===== config.mk =====
export PLATFORM = sky130hd
export DESIGN_NAME = jt12_wr_sched
export DESIGN_NICKNAME = d
export VERILOG_FILES = /design/src/rtl/jt12_wr_sched_pkg.sv /design/src/rtl/jt12_wr_arb.sv /design/src/rtl/jt12_wr_sched.sv
export SDC_FILE = /design/constraint.sdc
export NUM_CORES = 1
export LEC_CHECK = 0
export ABC_AREA = 1
export CAP_MARGIN = 5
export CORE_UTILIZATION = 48
export DETAILED_ROUTE_END_ITERATION = 10
export GPL_ROUTABILITY_DRIVEN = 0
export HOLD_SLACK_MARGIN = 0.15
export PLACE_DENSITY = 0.81
export SYNTH_ARGS = -nofsm -noshare
export SYNTH_HDL_FRONTEND = slang
export SYNTH_HIERARCHICAL = 1
export SYNTH_SLANG_ARGS = --single-unit

===== constraint.sdc =====
create_clock -name clk -period 1.8 [get_ports clk]
set_input_delay 0.36 -clock clk [delete_from_list [all_inputs] [get_ports clk]]
set_output_delay 0.36 -clock clk [all_outputs]
set_load 0.05 [all_outputs]

===== src/rtl/jt12_wr_sched_pkg.sv =====
// Shared state encoding and bus constants for the YM2612 write scheduler.
package jt12_wr_sched_pkg;

  typedef enum logic [2:0] {
    ST_IDLE,
    ST_ADR,
    ST_ADR_W,
    ST_DAT,
    ST_DAT_W,
    ST_POLL
  } state_e;

  localparam logic YM_ADDR_STROBE = 1'b0;
  localparam logic YM_DATA_STROBE = 1'b1;
  localparam int   YM_BUSY_BIT    = 7;

  // Width needed to hold the largest of the three wait/poll limits.
  function automatic int cnt_width(input int a, input int b, input int c);
    int m;
    m = a;
    if (b > m) m = b;
    if (c > m) m = c;
    return (m < 2) ? 1 : $clog2(m + 1);
  endfunction

endpackage


===== src/rtl/jt12_wr_arb.sv =====
// Two-way round-robin arbiter: a lone requester wins, a tie goes to the one not granted last.
module jt12_wr_arb (
  input  logic [1:0] valid_i,
  input  logic       last_gnt_i,
  output logic       gnt_o,
  output logic       idx_o
);

  always_comb begin
    gnt_o = |valid_i;
    idx_o = (valid_i == 2'b11) ? ~last_gnt_i : valid_i[1];
  end

endmodule


===== src/rtl/jt12_wr_sched.sv =====
// Round-robin Z80/68k write scheduler driving the FM core's cs_n/wr_n/addr/din pins.
// Optional status polling instead of a fixed data wait: define JT12_WR_SCHED_BUSY_POLL_EN.
module jt12_wr_sched
  import jt12_wr_sched_pkg::*;
#(
  parameter int ADDR_WAIT    = 2,
  parameter int DATA_WAIT    = 32,
  parameter int POLL_TIMEOUT = 255
) (
  input  logic       clk,
  input  logic       rst,
  input  logic       cen,
  input  logic       r0_valid,
  input  logic       r0_part,
  input  logic [7:0] r0_reg,
  input  logic [7:0] r0_data,
  output logic       r0_ready,
  input  logic       r1_valid,
  input  logic       r1_part,
  input  logic [7:0] r1_reg,
  input  logic [7:0] r1_data,
  output logic       r1_ready,
  output logic [1:0] ym_addr,
  output logic [7:0] ym_din,
  output logic       ym_cs_n,
  output logic       ym_wr_n,
  input  logic [7:0] ym_dout,
  output logic       busy,
  output logic       last_gnt
);

  localparam int            CW        = cnt_width(ADDR_WAIT, DATA_WAIT, POLL_TIMEOUT);
  localparam logic [CW-1:0] CNT_ONE   = CW'(1);
  localparam logic [CW-1:0] ADDR_LOAD = CW'(ADDR_WAIT - 1);
`ifdef JT12_WR_SCHED_BUSY_POLL_EN
  localparam logic [CW-1:0] POLL_LAST = CW'(POLL_TIMEOUT);
`else
  localparam logic [CW-1:0] DATA_LOAD = CW'(DATA_WAIT - 1);
`endif

  state_e        state_q, state_d;
  logic [CW-1:0] cnt_q, cnt_d;
  logic          part_q, part_d;
  logic [7:0]    reg_q, reg_d;
  logic [7:0]    data_q, data_d;
  logic          last_q, last_d;
  logic          rdy0_q, rdy0_d;
  logic          rdy1_q, rdy1_d;
  logic          cs_n_q, cs_n_d;
  logic          wr_n_q, wr_n_d;
  logic [1:0]    addr_q, addr_d;
  logic [7:0]    din_q, din_d;
  logic          busy_q, busy_d;
`ifdef JT12_WR_SCHED_BUSY_POLL_EN
  logic          phase_q, phase_d;
`endif
  logic          arb_gnt, arb_idx;
  logic          unused_dout;

  assign unused_dout = ^ym_dout;

  jt12_wr_arb u_arb (
    .valid_i    ({r1_valid, r0_valid}),
    .last_gnt_i (last_q),
    .gnt_o      (arb_gnt),
    .idx_o      (arb_idx)
  );

  always_ff @(posedge clk or posedge rst) begin
    if (rst) begin
      state_q <= ST_IDLE;
      cnt_q   <= '0;
      part_q  <= 1'b0;
      reg_q   <= 8'h00;
      data_q  <= 8'h00;
      last_q  <= 1'b1;
      rdy0_q  <= 1'b0;
      rdy1_q  <= 1'b0;
      cs_n_q  <= 1'b1;
      wr_n_q  <= 1'b1;
      addr_q  <= 2'b00;
      din_q   <= 8'h00;
      busy_q  <= 1'b0;
`ifdef JT12_WR_SCHED_BUSY_POLL_EN
      phase_q <= 1'b0;
`endif
    end else begin
      state_q <= state_d;
      cnt_q   <= cnt_d;
      part_q  <= part_d;
      reg_q   <= reg_d;
      data_q  <= data_d;
      last_q  <= last_d;
      rdy0_q  <= rdy0_d;
      rdy1_q  <= rdy1_d;
      cs_n_q  <= cs_n_d;
      wr_n_q  <= wr_n_d;
      addr_q  <= addr_d;
      din_q   <= din_d;
      busy_q  <= busy_d;
`ifdef JT12_WR_SCHED_BUSY_POLL_EN
      phase_q <= phase_d;
`endif
    end
  end

  always_comb begin
    state_d = state_q;
    cnt_d   = cnt_q;
    part_d  = part_q;
    reg_d   = reg_q;
    data_d  = data_q;
    last_d  = last_q;
    rdy0_d  = 1'b0;
    rdy1_d  = 1'b0;
`ifdef JT12_WR_SCHED_BUSY_POLL_EN
    phase_d = phase_q;
`endif
    if (cen) begin
      case (state_q)
        ST_IDLE: begin
          if (arb_gnt) begin
            part_d  = arb_idx ? r1_part : r0_part;
            reg_d   = arb_idx ? r1_reg  : r0_reg;
            data_d  = arb_idx ? r1_data : r0_data;
            last_d  = arb_idx;
            rdy0_d  = ~arb_idx;
            rdy1_d  = arb_idx;
            state_d = ST_ADR;
          end
        end
        ST_ADR: begin
          state_d = ST_ADR_W;
          cnt_d   = ADDR_LOAD;
        end
        ST_ADR_W: begin
          if (cnt_q == '0) state_d = ST_DAT;
          else             cnt_d   = cnt_q - CNT_ONE;
        end
        ST_DAT: begin
          state_d = ST_DAT_W;
`ifdef JT12_WR_SCHED_BUSY_POLL_EN
          cnt_d   = '0;
`else
          cnt_d   = DATA_LOAD;
`endif
        end
        ST_DAT_W: begin
          if (cnt_q == '0) begin
`ifdef JT12_WR_SCHED_BUSY_POLL_EN
            // cnt now counts status reads issued, starting with the first one.
            state_d = ST_POLL;
            cnt_d   = CNT_ONE;
            phase_d = 1'b0;
`else
            state_d = ST_IDLE;
`endif
          end else begin
            cnt_d = cnt_q - CNT_ONE;
          end
        end
`ifdef JT12_WR_SCHED_BUSY_POLL_EN
        ST_POLL: begin
          if (!phase_q) begin
            phase_d = 1'b1;
          end else if (!ym_dout[YM_BUSY_BIT] || cnt_q == POLL_LAST) begin
            state_d = ST_IDLE;
          end else begin
            phase_d = 1'b0;
            cnt_d   = cnt_q + CNT_ONE;
          end
        end
`endif
        default: state_d = ST_IDLE;
      endcase
    end

    // Bus pins are registered from the next state so each strobe spans exactly one cen period.
    cs_n_d = 1'b1;
    wr_n_d = 1'b1;
    addr_d = addr_q;
    din_d  = din_q;
    busy_d = (state_d != ST_IDLE);
    case (state_d)
      ST_ADR: begin
        cs_n_d = 1'b0;
        wr_n_d = 1'b0;
        addr_d = {part_d, YM_ADDR_STROBE};
        din_d  = reg_d;
      end
      ST_DAT: begin
        cs_n_d = 1'b0;
        wr_n_d = 1'b0;
        addr_d = {part_d, YM_DATA_STROBE};
        din_d  = data_d;
      end
`ifdef JT12_WR_SCHED_BUSY_POLL_EN
      ST_POLL: begin
        if (!phase_d) begin
          cs_n_d = 1'b0;
          addr_d = 2'b00;
        end
      end
`endif
      default: ;
    endcase
  end

  assign r0_ready = rdy0_q;
  assign r1_ready = rdy1_q;
  assign ym_addr  = addr_q;
  assign ym_din   = din_q;
  assign ym_cs_n  = cs_n_q;
  assign ym_wr_n  = wr_n_q;
  assign busy     = busy_q;
  assign last_gnt = last_q;

endmodule

* Word level (Yosys, flattened, before mapping) *
Cells that the tools add are included.

word-level totals
  flip-flop bits (word level) = 43
  input bits = 47
  word-level logic and storage cells = 62

operators by class
  add/sub/neg operators = 1
  eq/ne operators = 8
  multiplexer cells = 29
  bitwise logic cells = 2
  reductions and logical operators = 10

operator list
  cell                   number
  $mux W8                9
  $pmux W8 S3            1
  $pmux W8 S2            1
  $pmux W3 S5            1
  $mux W1                12
  $mux W3                4
  $eq A3 B2 Y1 const B   3
  $logic_not A8 Y1       1
  $sub A8 B1 Y8 const B  1
  $eq A3 B1 Y1 const B   2
  $reduce_and A3 Y1      2
  $reduce_bool A3 Y1     2
  $reduce_or A2 Y1       3
  $pmux W2 S2            1
  $eq A3 B3 Y1 const B   1
  $logic_not A3 Y1       1
  $eq A2 B2 Y1 const B   1
  $ne A2 B2 Y1 const B   1
  $not A1 Y1             2
  $reduce_bool A2 Y1     1

* Depth between registers and ports, before layout *
Gate-level depths: netlist (run 1).

  depth after elaboration = 7
  gate-level depth with buffers = 12
  mapped depth without buffers = 12

* By module *
Netlist (run 1), hierarchy kept.

by module, submodules not included
  module         instances  cells each  area each (um2)
  jt12_wr_sched  1          293         2260.9
  jt12_wr_arb    1          3           15.0

* Least setup slack after synthesis (run 1) *
No wires, ideal clock.

  path kind = flip-flop to flip-flop
  from = reg last_q (netlist: last_gnt)
  to = reg din_q[3] (netlist: ym_din[3])
  library setup time = 0.118 ns
  arrival = 1.542 ns
  required time = 1.682 ns
  setup slack = 0.140 ns
  cell stages (with the launch flop) = 9
  period minus slack after synthesis = 1.660 ns
  cell sequence = dfstp_2 -> a21oi_1 -> nand2_1 -> nor2_2 -> buf_4 -> a21oi_1 -> nand3_1 -> nand3_1 -> nand2_1

on the way
  cells in the longest elaborated chain, start to end = 7
  elaborated cells on any way between the ends = 11
  classes of those cells = 10 x mux; 1 x bitwise

RTL lines
  element                            RTL line                                    text
  from (decl)                        jt12_wr_sched.sv:46                         logic last_q, last_d;
  from (signal assigned)             jt12_wr_sched.sv:93                         last_q <= last_d;
  $not A1 Y1 (*)                     jt12_wr_arb.sv:11                           idx_o = (valid_i == 2'b11) ? ~last_gnt_i : valid_i[1];
  $mux W1 (*)                        jt12_wr_arb.sv:11
  via arb_idx                        jt12_wr_sched.sv:57                         logic arb_gnt, arb_idx;
  $mux W8, on equally long branches  jt12_wr_sched.sv:125, jt12_wr_sched.sv:124
  $mux W8                            jt12_wr_sched.sv:122                        if (arb_gnt) begin
  $mux W8                            jt12_wr_sched.sv:120                        case (state_q)
  $mux W8                            jt12_wr_sched.sv:119                        if (cen) begin
  $pmux W8 S2 (*)                    jt12_wr_sched.sv:184                        case (state_d)
  to (signal assigned)               jt12_wr_sched.sv:99                         din_q <= din_d;
  to (decl)                          jt12_wr_sched.sv:52                         logic [7:0] din_q, din_d;

The timed path passes the listed nets; every way through them passes the cells marked *.
A chain may end at the register's enable or synchronous reset.

* Final worst setup path (run 1) *
  from = reg cnt_q[1]
  to = reg din_q[0] (netlist: ym_din[0])

on the way
  cells in the longest elaborated chain, start to end = 6
  elaborated cells on any way between the ends = 9
  classes of those cells = 2 x eq/ne; 5 x mux; 2 x reduce/logical

RTL lines
  element                                            RTL line                                    text
  from (decl)                                        jt12_wr_sched.sv:42                         logic [CW-1:0] cnt_q, cnt_d;
  from (signal assigned)                             jt12_wr_sched.sv:89                         cnt_q <= cnt_d;
  $logic_not A8 Y1 (*)                               jt12_wr_sched.sv:137, jt12_wr_sched.sv:149
  $mux W3, on equally long branches                  jt12_wr_sched.sv:149, jt12_wr_sched.sv:137
  $pmux W3 S5 (*)                                    jt12_wr_sched.sv:120
  $mux W3 (*)                                        jt12_wr_sched.sv:119
  $eq A3 B2 Y1 or $eq A3 B1 Y1 (tied branches)       jt12_wr_sched.sv:184
  $pmux W8 S2 or $reduce_bool A2 Y1 (tied branches)  n/a

Mark *: on every way between the ends. The rest lies on a longest branch, timed or not.

==> flow_summary.json, run 1 <==
{
  "run_status": "finished clean",
  "fin_area_um2": 3320,
  "die_area_um2": 5020,
  "cap_violations": 0,
  "dr.pass1.iters": 6,
  "finClkSkew_ns": 0.00883,
  "yosysMostFrequentCell": "nand2_1",
  "ant_nets": 0,
  "dp.final_hpwl_um": 3930,
  "layout-drive-gt1-share_pct": 26.9,
  "vias": 2261,
  "critPathCaptureType": "flip-flop",
  "hold_ws_ns": 0.422,
  "cts_tree": "built",
  "finalCriticalPeriod_ns": 1.74,
  "gr-total-overflow": 0,
  "wl_um": 5840,
  "drt_iter0_drc": 171,
  "ir_drop_mv": 1.32,
  "fp-row-count": 24,
  "final_cells": 438,
  "synth_commonest_cells": "nand2_1 (80), dfrtp_1 (41), inv_1 (41)",
  "portBuffers": 54,
  "synth_ff_type": "dfrtp_1",
  "slew_viol_final": 0,
  "synth_area_um2": 2280,
  "core_um2": 4440,
  "worst-r2r-cell-count": 12,
  "hp-class": "input pin to asynchronous set/reset pin",
  "yosysTopAreaCell": "dfrtp_1",
  "r2r-end": "ym_din[0]",
  "yosysSeqAreaShare_pct": 47.4,
  "grt_start_max_net_pins": 44,
  "fp.dieW_um": 70.9,
  "first_global_vias": 2157,
  "power_density_nw_per_um2": 1700,
  "synth_nets": 344,
  "worstPathArrival_ns": 1.92,
  "grt_pass1_wl_um": 9290,
  "synth_edf_count": 0,
  "max_freq_mhz": 575,
  "antenna_found_initial": 0,
  "wl_per_cell_um": 13.3,
  "dpl.cell_count": 425,
  "worstPathRequired_ns": 1.98,
  "ff2ff_setup_slack_ns": 0.06,
  "critPathLaunchType": "flip-flop",
  "post_synth.cell_area_avg_um2": 7.69,
  "crit_fanout": 5,
  "cts.hold.buffers_added": 0,
  "worstSkewPairLatency_ns": 0.29,
  "synthCells": 296,
  "syn_to_final_growth_pct": 46.1,
  "cts-root-buf": "clkbuf_8",
  "post_dp_cell_area_um2": 3070,
  "viasPerCell": 5.16,
  "final_nets": 433,
  "grt_usage_pct": 23.3,
  "worstReg2RegStart": "cnt_q[1]",
  "setup_violations": 0,
  "diodes": 0,
  "clkSinkCount": 43,
  "async_flop_share_pct": 100,
  "synth_cell_types": 30,
  "drc_errors": 0,
  "ios": 63,
  "synth.area.top_cells": "dfrtp_1 (45%), nand2_1 (13%), nand3_1 (6.8%)",
  "ys_warn_count": 6,
  "start_util_pct": 51.2,
  "crit_type": "flip-flop to flip-flop",
  "ctsHtreeMaxLevel": 2,
  "die_h_um": 70.9,
  "leakagePower_nw": 1.71,
  "path_clk_slew_ns": 0.08,
  "pre_cts_slack_ns": -0.314,
  "cts_buffer_depth": 2,
  "max_slew_margin_pct": 57.4,
  "worst_slack_ns": 0.0601,
  "tightest_slew_ns": 0.634,
  "cts_made_buffers": 5,
  "hold_viol": 0,
  "period_share_pct": 96.7,
  "yosys.area.top_type_share_pct": 45.1,
  "ys_ff_latch": 43
}
## cells by family after synthesis
family / synth area share [%]
compound gates: 8.03
xor+xnor: 0.385
fa+ha+maj: 0.550
buf+inv: 9.40
flops: 47.4
simple gates: 34.2
## flip-flops by register name, summed over array words and instances, names as in the netlist
register and count:
ym_wr_n 1, busy 1, part_q 1, r0_ready 1, cnt_q 8, data_q 8, ym_din 8, reg_q 8
r1_ready 1, last_gnt 1, ym_addr 2, state_q 3
## layer usage
metal / global-route usage (%) / up-vias / part of all wire, % / routed length, um
met1: 28.7 / 1070 / 41 / 2370
li1: - / 1102 / - / -
met3: 4.42 / 10 / 4.7 / 274
met5: 0 / - / 0 / 0
met2: 41.0 / 79 / 53 / 3100
met4: 8.00 / 0 / 1.6 / 92
## cell usage in the layout, fill, tap and decap left out, drive strengths merged
cell,instances
nand2,86
buf,49
o21a,1
nor3,3
xor2,1
or2,1
nand3,31
inv,47
nand4,5
o22ai,1
ha,1
clkbuf,7
clkdlybuf4s50,38
dfrtp,41
nor2,43
a22oi,3
o21ai,14
dfstp,2
o31ai,1
a21oi,10
bufinv,1
## report_power, final
| part | internal [mW] | leakage (nW) | switching (mW) |
|---|---|---|---|
| sequential | 1.41 | 0.531 | 0.270 |
| combinational | 1.26 | 1.13 | 1.99 |
| clock | 0.415 | 0.0524 | 0.319 |
## layout make-up
class / count / area [um^2]
fillers: 326 / 1120
flip-flops and latches: 43 / 1080
multi-input cells: 201 / 1070
repair buffers: 87 / 815
inverters: 47 / 186
clock buffers: 7 / 76.3
well taps: 52 / 65.1
clock inverters: 1 / 30.0
## through the flow
step                      util, %  TNS, ns  total power [mW]
after floorplan                 -        0              3.59
after global placement       69.1    -3.32              4.50
after detailed placement     69.1    -4.82              4.59
after CTS                    71.5        0              5.34
after global routing         74.8   -0.196              6.06
final                        74.8        0              5.66
## what timing repair did
item	in CTS	in global routing
gates resized for setup	0	27
endpoints found under the setup margin	2	15
pin swaps	1	8
setup buffers	0	5
## how the worst max path moves through the flow
stage | start | endpoint | slack [ns]
5_1_grt | cnt_q[1] | ym_din[7] | -0.04
3_3_place_gp | r1_valid | ym_din[2] | -0.23
4_1_cts | r1_valid | ym_din[5] | 0.001
6_report | cnt_q[1] | ym_din[0] | 0.06
2_1_floorplan | last_gnt | ym_din[3] | 0.14
3_5_place_dp | r1_valid | ym_din[3] | -0.31
## critical path, stage by stage, from the launching register on
cell and delay, ns:
dfrtp_1 0.42, inv_2 0.09, ha_4 0.13, nand2_2 0.08, nor2_4 0.17, nand2_2 0.10
nand2_2 0.07, nand2_2 0.06, o21ai_4 0.10, buf_6 0.16, nand3_1 0.08, nor2_1 0.12
nor2_1 0.05
Power figures use the tool's default switching activity.
==> run 2: changes to the inputs <==
- HOLD_SLACK_MARGIN: 0.15 -> default
==> results of run 2 <==
Same layout as run 1: the final DEF is identical, and so are final timing and power.
